===== config.mk =====
export PLATFORM = sky130hd
export DESIGN_NAME = prbs_gen_multi
export DESIGN_NICKNAME = d
export VERILOG_FILES = /design/src/rtl/prbs_pkg.sv /design/src/rtl/prbs_gen_multi_step_comb.sv /design/src/rtl/prbs_gen_multi.sv
export SDC_FILE = /design/constraint.sdc
export NUM_CORES = 1
export LEC_CHECK = 0
export CORE_MARGIN = 3
export CORE_UTILIZATION = 53
export CTS_BUF_LIST = sky130_fd_sc_hd__clkbuf_2
export CTS_CLUSTER_DIAMETER = 40
export DETAILED_ROUTE_END_ITERATION = 6
export PLACE_DENSITY = 0.81
export SLEW_MARGIN = 20
export SYNTH_ARGS = -nofsm -noshare
export SYNTH_HDL_FRONTEND = slang
export SYNTH_SLANG_ARGS = --single-unit

===== constraint.sdc =====
create_clock -name clk -period 3 [get_ports clk]
set_input_delay 0.45 -clock clk [delete_from_list [all_inputs] [get_ports clk]]
set_output_delay 0.45 -clock clk [all_outputs]
set_load 0.02 [all_outputs]

===== src/rtl/prbs_pkg.sv =====
// Shared PRBS definitions: mode codes, per-polynomial length/tap tables,
// seed fix-up and the multi-step LFSR advance used by the word generator.
package prbs_pkg;

    localparam int SEED_W    = 31;
    localparam int MAX_WIDTH = 64;

    localparam logic [2:0] MODE_PRBS7  = 3'd0;
    localparam logic [2:0] MODE_PRBS9  = 3'd1;
    localparam logic [2:0] MODE_PRBS15 = 3'd2;
    localparam logic [2:0] MODE_PRBS23 = 3'd3;
    localparam logic [2:0] MODE_PRBS31 = 3'd4;

    typedef logic [SEED_W-1:0] prbs_state_t;

    typedef struct packed {
        prbs_state_t            state;
        logic [MAX_WIDTH-1:0]   word;
    } prbs_adv_t;

    // Codes 5..7 fall through to PRBS31 in every table below.
    function automatic prbs_state_t prbs_mask(input logic [2:0] mode);
        case (mode)
            MODE_PRBS7:  return 31'h0000_007F;
            MODE_PRBS9:  return 31'h0000_01FF;
            MODE_PRBS15: return 31'h0000_7FFF;
            MODE_PRBS23: return 31'h007F_FFFF;
            default:     return 31'h7FFF_FFFF;
        endcase
    endfunction

    // Tap bit positions (tap number minus one) into the state vector.
    function automatic logic [4:0] prbs_tap1(input logic [2:0] mode);
        case (mode)
            MODE_PRBS7:  return 5'd6;
            MODE_PRBS9:  return 5'd8;
            MODE_PRBS15: return 5'd14;
            MODE_PRBS23: return 5'd22;
            default:     return 5'd30;
        endcase
    endfunction

    function automatic logic [4:0] prbs_tap2(input logic [2:0] mode);
        case (mode)
            MODE_PRBS7:  return 5'd5;
            MODE_PRBS9:  return 5'd4;
            MODE_PRBS15: return 5'd13;
            MODE_PRBS23: return 5'd17;
            default:     return 5'd27;
        endcase
    endfunction

    // An all-zero LFSR never leaves zero, so a zero seed becomes all-ones.
    function automatic prbs_state_t seed_fixup(input prbs_state_t seed,
                                               input logic [2:0]  mode);
        prbs_state_t masked;
        masked = seed & prbs_mask(mode);
        return (masked == '0) ? prbs_mask(mode) : masked;
    endfunction

    // Advances the state by width serial steps; the first generated bit
    // ends up at word[width-1], the last at word[0].
    function automatic prbs_adv_t prbs_advance(input prbs_state_t state,
                                               input logic [2:0]  mode,
                                               input int          width);
        prbs_adv_t   r;
        prbs_state_t mask;
        logic [4:0]  t1;
        logic [4:0]  t2;
        logic        fb;
        mask    = prbs_mask(mode);
        t1      = prbs_tap1(mode);
        t2      = prbs_tap2(mode);
        r.state = state;
        r.word  = '0;
        for (int k = 0; k < MAX_WIDTH; k++) begin
            if (k < width) begin
                fb      = r.state[t1] ^ r.state[t2];
                r.state = {r.state[SEED_W-2:0], fb} & mask;
                r.word  = {r.word[MAX_WIDTH-2:0], fb};
            end
        end
        return r;
    endfunction

endpackage


===== src/rtl/prbs_gen_multi_step_comb.sv =====
// Purely combinational WIDTH-step unroll of the selected PRBS polynomial.
module prbs_step_comb
    import prbs_pkg::*;
#(
    parameter int WIDTH = 8
) (
    input  logic [SEED_W-1:0] i_state,
    input  logic [2:0]        i_mode,
    output logic [SEED_W-1:0] o_next_state,
    output logic [WIDTH-1:0]  o_word
);

    prbs_adv_t w_adv;
    logic      w_unused_word_bits;

    always_comb begin
        w_adv = prbs_advance(i_state, i_mode, WIDTH);
    end

    assign o_next_state       = w_adv.state;
    assign o_word             = w_adv.word[WIDTH-1:0];
    assign w_unused_word_bits = ^w_adv.word;

endmodule


===== src/rtl/prbs_gen_multi.sv =====
// Run-time selectable PRBS7..PRBS31 word source with valid/ready output,
// seed/mode reload, single-bit error injection and transfer/error counters.
module prbs_gen_multi
    import prbs_pkg::*;
#(
    parameter int          WIDTH        = 8,
    parameter logic [2:0]  DEFAULT_MODE = 3'd4,
    parameter logic [30:0] DEFAULT_SEED = 31'h5979_57A0,
    parameter int          CNT_W        = 32
) (
    input  logic             clk,
    input  logic             reset,
    input  logic [2:0]       mode,
    input  logic [30:0]      seed,
    input  logic             load,
    input  logic             inject_err,
    output logic [WIDTH-1:0] out_data,
    output logic             out_valid,
    input  logic             out_ready,
    output logic [2:0]       mode_q,
    output logic [CNT_W-1:0] word_cnt,
    output logic [CNT_W-1:0] err_cnt
);

    localparam prbs_state_t      RST_STATE = seed_fixup(DEFAULT_SEED, DEFAULT_MODE);
    localparam logic [WIDTH-1:0] LSB_ONE   = WIDTH'(1);
    localparam logic [CNT_W-1:0] CNT_ONE   = CNT_W'(1);

    prbs_state_t      r_state;
    logic [2:0]       r_mode;
    logic [WIDTH-1:0] r_data;
    logic             r_valid;
    logic             r_pend;
    logic [CNT_W-1:0] r_word_cnt;
    logic [CNT_W-1:0] r_err_cnt;

    prbs_state_t      w_next_state;
    logic [WIDTH-1:0] w_word;
    logic             w_xfer;
    logic             w_write;
    logic             w_consume;

    prbs_step_comb #(.WIDTH(WIDTH)) u_step (
        .i_state      (r_state),
        .i_mode       (r_mode),
        .o_next_state (w_next_state),
        .o_word       (w_word)
    );

    // A new word is written when the slot is empty (priming) or being
    // drained; load wins and leaves the slot empty for one cycle.
    assign w_xfer    = r_valid & out_ready;
    assign w_write   = ~load & (~r_valid | out_ready);
    assign w_consume = w_write & r_pend;

    // NOTE: all state updates use non-blocking assignments so every register
    // samples pre-edge values, independent of statement order.
    always_ff @(posedge clk or negedge reset) begin
        if (!reset) begin
            r_state    <= RST_STATE;
            r_mode     <= DEFAULT_MODE;
            r_data     <= '0;
            r_valid    <= 1'b0;
            r_pend     <= 1'b0;
            r_word_cnt <= '0;
            r_err_cnt  <= '0;
        end else begin
            if (w_xfer) begin
                r_word_cnt <= r_word_cnt + CNT_ONE;
            end

            if (load) begin
                r_state <= seed_fixup(seed, mode);
                r_mode  <= mode;
                r_valid <= 1'b0;
            end else if (w_write) begin
                r_state <= w_next_state;
                r_data  <= w_word ^ (r_pend ? LSB_ONE : '0);
                r_valid <= 1'b1;
            end

            // A strobe arriving while a flip is already pending is absorbed.
            if (w_consume) begin
                r_pend    <= 1'b0;
                r_err_cnt <= r_err_cnt + CNT_ONE;
            end else if (inject_err) begin
                r_pend <= 1'b1;
            end
        end
    end

    assign out_data  = r_data;
    assign out_valid = r_valid;
    assign mode_q    = r_mode;
    assign word_cnt  = r_word_cnt;
    assign err_cnt   = r_err_cnt;

endmodule


== Yosys cells after proc, flatten, opt, wreduce, memory -nomap -nowiden ==
Index checks and enable logic that the tools add are counted.
W data, S select, Z words.
Word-level totals
  register bits after elaboration: 108
  output and inout port bits: 76
  word-level logic and storage cells: 92
Operators by class
  add/sub/neg operators: 2
  order comparisons: 2
  eq/ne operators: 6
  multiplexer cells: 45
  bitwise logic cells: 24
  reductions and logical operators: 6
Operators with widths (count)
  $and A31 B31 Y31: 9
  $pmux W31 S4: 2
  $mux W31: 4
  $bmux W1 S5: 16
  $add A32 B1 Y32 const B: 2
  $pmux W5 S4: 2
  $logic_not A31 Y1: 1
  $mux W1: 21
  $eq A3 B2 Y1 const B: 4
  $lt A5 B6 Y1 const B: 2
  $xor A1 B1 Y1: 8
  $xor A8 B1 Y8: 1
  $eq A3 B1 Y1 const B: 2
  $logic_not A3 Y1: 2
  $reduce_bool A2 Y1: 2
  $and A1 B1 Y1: 3
  $not A1 Y1: 2
  $reduce_and A2 Y1: 1
  $or A1 B1 Y1: 1

== Longest topological paths before layout ==
  depth after elaboration: 36
  depth in mapped cells: 9
  mapped depth without buffers: 8

== By module ==
A second synthesis with hierarchy kept.
Unflattened totals
  cell total of the unflattened synthesis: 624
  area total of the unflattened synthesis: 6090.8 µm²
By module, submodules not included
  prbs_gen_multi: instances 1, cells each 505, area each 5097.4 µm², sequential area each 2723.9 µm²
  prbs_step_comb: instances 1, cells each 119, area each 993.5 µm², sequential area each 0.0 µm²

== Worst setup path before layout ==
Ideal clock, no wire load.
  path kind: flip-flop to flip-flop
  from: register r_mode[2], in the netlist mode_q[2]
  to: register r_state[1]
  data arrival time: 2.162 ns
  data required time: 2.935 ns
  setup slack: 0.773 ns
  cell stages (with the launch flop): 9
  path buffers: 1
  period minus slack after synthesis: 2.227 ns
  cells stage by stage: dfstp_2 > buf_2 > nor2_1 > a32oi_1 > nand2_1 > xor2_1 > mux4_2 > mux2i_1 > o221a_2
Between the ends
  word-level cells in the longest chain between the ends: 33
Ends and longest elaborated chain
  from (decl): RTL line prbs_gen_multi.sv:30  | logic [2:0] r_mode;
  from (signal assigned): RTL line prbs_gen_multi.sv:74  | r_mode <= mode;
  $eq A3 B2 Y1, or another cell as far along: RTL line prbs_pkg.sv:23, prbs_pkg.sv:34, prbs_pkg.sv:44
  $pmux W5 S4, on equally long branches: RTL line prbs_pkg.sv:34, prbs_pkg.sv:44
  $bmux W1 S5: RTL line prbs_pkg.sv:78  | fb = r.state[t1] ^ r.state[t2];
  $mux W1 (implied by the code): RTL line prbs_pkg.sv:78
  $xor A1 B1 Y1: RTL line prbs_pkg.sv:78
  $and A31 B31 Y31: RTL line prbs_pkg.sv:79  | r.state = {r.state[SEED_W-2:0], fb} & mask;
  $bmux W1 S5: RTL line prbs_pkg.sv:78
  $mux W1 (implied by the code): RTL line prbs_pkg.sv:78
  [16 not listed]
  $xor A1 B1 Y1: RTL line prbs_pkg.sv:78
  $and A31 B31 Y31: RTL line prbs_pkg.sv:79
  $bmux W1 S5: RTL line prbs_pkg.sv:78
  $mux W1 (implied by the code): RTL line prbs_pkg.sv:78
  $xor A1 B1 Y1 (*): RTL line prbs_pkg.sv:78
  $and A31 B31 Y31 (*) (2 in a row): RTL line prbs_pkg.sv:79
  $mux W31 (*): RTL line prbs_gen_multi.sv:76  | end else if (w_write) begin
  $mux W31 (*): RTL line prbs_gen_multi.sv:72  | if (load) begin
  to (signal assigned): RTL line prbs_gen_multi.sv:73  | r_state <= seed_fixup(seed, mode);
  to (signal assigned): RTL line prbs_gen_multi.sv:77  | r_state <= w_next_state;
  to (decl): RTL line prbs_gen_multi.sv:29  | prbs_state_t r_state;
Every way passes the cells marked *; elsewhere a longest branch is shown, timed or not. The select of a mux whose other input is x is not followed.
A chain may end at the register's enable or synchronous reset.

== Worst setup path in the final report ==
  from: register r_mode[2], in the netlist mode_q[2]
  to: output mode_q[2]
RTL lines
  to (decl): RTL line prbs_gen_multi.sv:20  | output logic [2:0] mode_q,
No word-level cell between the ends.

==> results.toml <==
[run_status]
status = "finished clean"

[worst_setup_path]
critPathLaunchType = "flop"
critPathRequiredTime_ns = 2.55
cp-end-kind = "output pin"
cp.arrival_ns = 2.26
critical_path_class = "flop to output pin"
critPathMaxFanout = 20

[final_layout]
final_cell_area_um2 = 7093
fillers = 780
syn2layout_area_growth_pct = 26.99
drive_gt1_share_pct = 10.42
final_net_count = 727
postLayoutCoreUtil_pct = 70.93
diodes = 0

[clocking]
htree_levels = 3
cts_hold_buf = 1
post-cts-setup-buffers = 0
clk_latency_ns = 0.61
cts.repair.resized = 0
tritoncts = "built"
clkSinkCount = 108
cts_buffer_depth = 2
path_clk_slew_ns = 0.31
cts_buffers = 9
cts_root_buffer = "clkbuf_2"

[global_route]
grt.total_usage_pct = 24.94
busiest_layer = "met2"
grt.met2_usage_pct = 43.16
first_global_vias = 4712
grt_util_met3_pct = 4.026
grt-ovfl-total = 0
antenna_found_initial = 0
grt_max_degree = 61
grt_pass1_wl_mm = 22.83
use_met1_pct = 30.81

[power_and_ir_drop]
p_leak_nw = 2.994
switching_share_pct = 34.38
ir_drop_v = 0.0002801
p_int_mw = 2.467
pwr-share-clk_pct = 21.3
p_switching_mw = 1.293
p_seq_share_pct = 49.9
pwr-share-comb_pct = 28.8
finalPower_mw = 3.760
powerDensity_nw_per_um2 = 530.1

[timing]
worst_hold_slack_ns = 0.4036
max_freq_mhz = 369.1
finClkSkew_ns = 0.03084
tightestPinTransition_ns = 0.7750
tns_ns = 0
hold_viol = 0
slew_headroom_pct = 48.33
slew_viol_final = 0
fin_crit_ns = 2.709
setup_viol = 0
period_share_pct = 90.31
grt_setup_unrepaired = "no"

[synth]
synth_xor_area_share_pct = 11.92
synth.mux.area_fraction_pct = 5.959
ys_warn_count = 0
ys_seq_elements = 108
synthesis.nets = 606
synth_ff_type = "dfrtp_1"
synth_compound_area_share_pct = 10.93
ys_types = 46
yosys.area_share.simple_pct = 19.51
synth-edff-count = 0
synth-adder-area-share_pct = 0.4480
syn-cell-area_um2 = 5585
synthTopCellsByArea = "dfrtp_1 (41%), dfstp_2 (8.0%), xnor2_1 (8.0%)"
async_flop_share_pct = 100.0
synth_top_area_share_pct = 40.77
postSynthCellCount = 565
seq_area_frac_synth_pct = 48.77
syn_area_per_cell_um2 = 9.886
synth_top_family_by_area = "simple AND/OR/NAND/NOR gates"
yosysTopAreaCell = "dfrtp_1"

[die]
die_x_um = 108.7
coreArea_um2 = 10000
dieArea_um2 = 11810
row_count = 36
dieHeight_um = 108.7
ios = 115
initial_core_util_pct = 55.86

[route]
drtIter0Drc = 268
via_count = 4783
routed_wirelength_mm = 14.13
vias_per_cell = 5.805
dr.pass1.iters = 4
ant_nets = 0
routedWlPerCell_um = 17.14
remaining_drc_errors = 0

[min_path]
hp-class = "primary input to flop"

[job]
maxCapViolations = 0

[placement]
port_buffers = 114
gp_congestion = 0.9586
dp.final_hpwl_mm = 10.82
placed_cell_area_um2 = 6930
-- state kept, by name, summed over array words and instances (netlist names) --
register and flops:
err_cnt 32, mode_q 3, out_data 8, out_valid 1, r_pend 1, r_state 31, word_cnt 32
-- power groups by stage --
stage / logic, mW / registers, mW / clock network [mW]
finish: 1.08 / 1.88 / 0.802
global route: 1.17 / 1.90 / 0.897
CTS: 1.09 / 1.87 / 0.821
detailed placement: 1.08 / 1.89 / 0
global placement: 1.06 / 1.88 / 0
floorplan: 0.497 / 1.95 / 0
-- critical path, cell delays in order (launching register included) --
cell             delay [ns]
dfstp_2                0.72
buf_4                  0.28
clkdlybuf4s50_1        0.64
-- metal layers --
metal  part of all wire [%]  wire length (um)  up-vias
li1                       -                 -     2239
met1                     40              5712     2285
met2                     50              7020      215
met3                    6.7               943       44
met4                    3.2               451        0
met5                      0                 0        -
-- layout by cell type (no fill, tap or decap), types with 4 or more instances in the layout --
cell type | netlist | routed
nand3_1 | 31 | 31
dfrtp_1 | 91 | 91
nor3_1 | 8 | 8
mux4_2 | 8 | 8
and4_1 | 5 | 5
xor2_1 | 25 | 25
and3_1 | 14 | 14
o21ai_0 | 38 | 38
xnor2_1 | 51 | 51
a22oi_1 | 13 | 13
nor4_1 | 6 | 6
a31oi_1 | 5 | 5
nand2b_1 | 7 | 7
dfstp_2 | 17 | 17
nor2_1 | 49 | 49
inv_1 | 9 | 9
clkdlybuf4s50_1 | 0 | 113
and2_1 | 4 | 4
buf_4 | 1 | 17
nor2b_1 | 5 | 5
nand4_1 | 16 | 16
nand2_1 | 72 | 72
a211oi_1 | 8 | 8
mux2_2 | 5 | 5
mux2i_1 | 7 | 7
clkbuf_2 | 0 | 9
a21oi_1 | 25 | 25
-- path summary, 6_finish.rpt --
path,from,endpoint,slack [ns],depth (start not counted)
setup / recovery,mode_q[2]$_DFFE_PN1P_,mode_q[2],0.29,2
hold / removal,seed[16],r_state[16]$_DFFE_PN1P_,0.40,3
setup reg to reg,mode_q[0]$_DFFE_PN0P_,r_state[1]$_DFFE_PN0P_,0.42,8
hold reg to reg,word_cnt[31]$_DFFE_PN0P_,word_cnt[31]$_DFFE_PN0P_,0.49,1
max in group asynchronous,reset,r_state[14]$_DFFE_PN1P_,1.85,3
min in group asynchronous,reset,word_cnt[19]$_DFFE_PN0P_,0.41,2
-- cell type report --
cell class,count,area (um^2),share of cell area [%]
Inverter,10,37.54,0.5292
Multi-Input combinational cell,425,2724,38.40
Tap cell,133,166.4,2.346
Sequential cell,108,2724,38.40
Clock inverter,7,107.6,1.517
Clock buffer,9,45.04,0.6350
Timing Repair Buffer,132,1289,18.17
-- through the flow --
step	std cells	setup slack [ns]
6_report	824	0.2906
4_1_cts	824	0.2588
3_5_place_dp	807	0.2595
5_1_grt	824	0.1733
2_1_floorplan	565	0.7727
3_3_place_gp	807	0.3304
-- cell families (layout without fill, tap and decap cells) --
kind of cell | after synthesis | count (layout)
AO/OA/AOI/OAI | 100 | 100
XOR/XNOR | 76 | 76
adder cells (fa/ha/maj) | 2 | 2
buffers and inverters | 32 | 158
flip-flops | 108 | 108
multiplexers | 21 | 21
AND/OR/NAND/NOR | 226 | 226
-- cell usage after synthesis, types with 2 or more instances --
master     n
a221oi_1   2
clkbuf_1  14
nand2_1   72
inv_1      9
nor3_1     8
nor4_2     2
nor4_1     6
buf_2      5
or2_2      2
mux4_2     8
xnor2_1   51
dfrtp_1   91
a21oi_1   25
a22oi_1   13
nor3b_1    2
nand4_1   16
xor2_1    25
a32oi_1    2
nand3_1   31
o21ai_0   38
ha_1       2
or3_1      2
nor2b_1    5
and2_1     4
nor2_1    49
dfstp_2   17
a211oi_1   8
a31oi_1    5
and4_1     5
mux2i_1    7
mux2_2     5
and3_1    14
nand2b_1   7
Note: power is estimated with default switching activity, not from simulation.
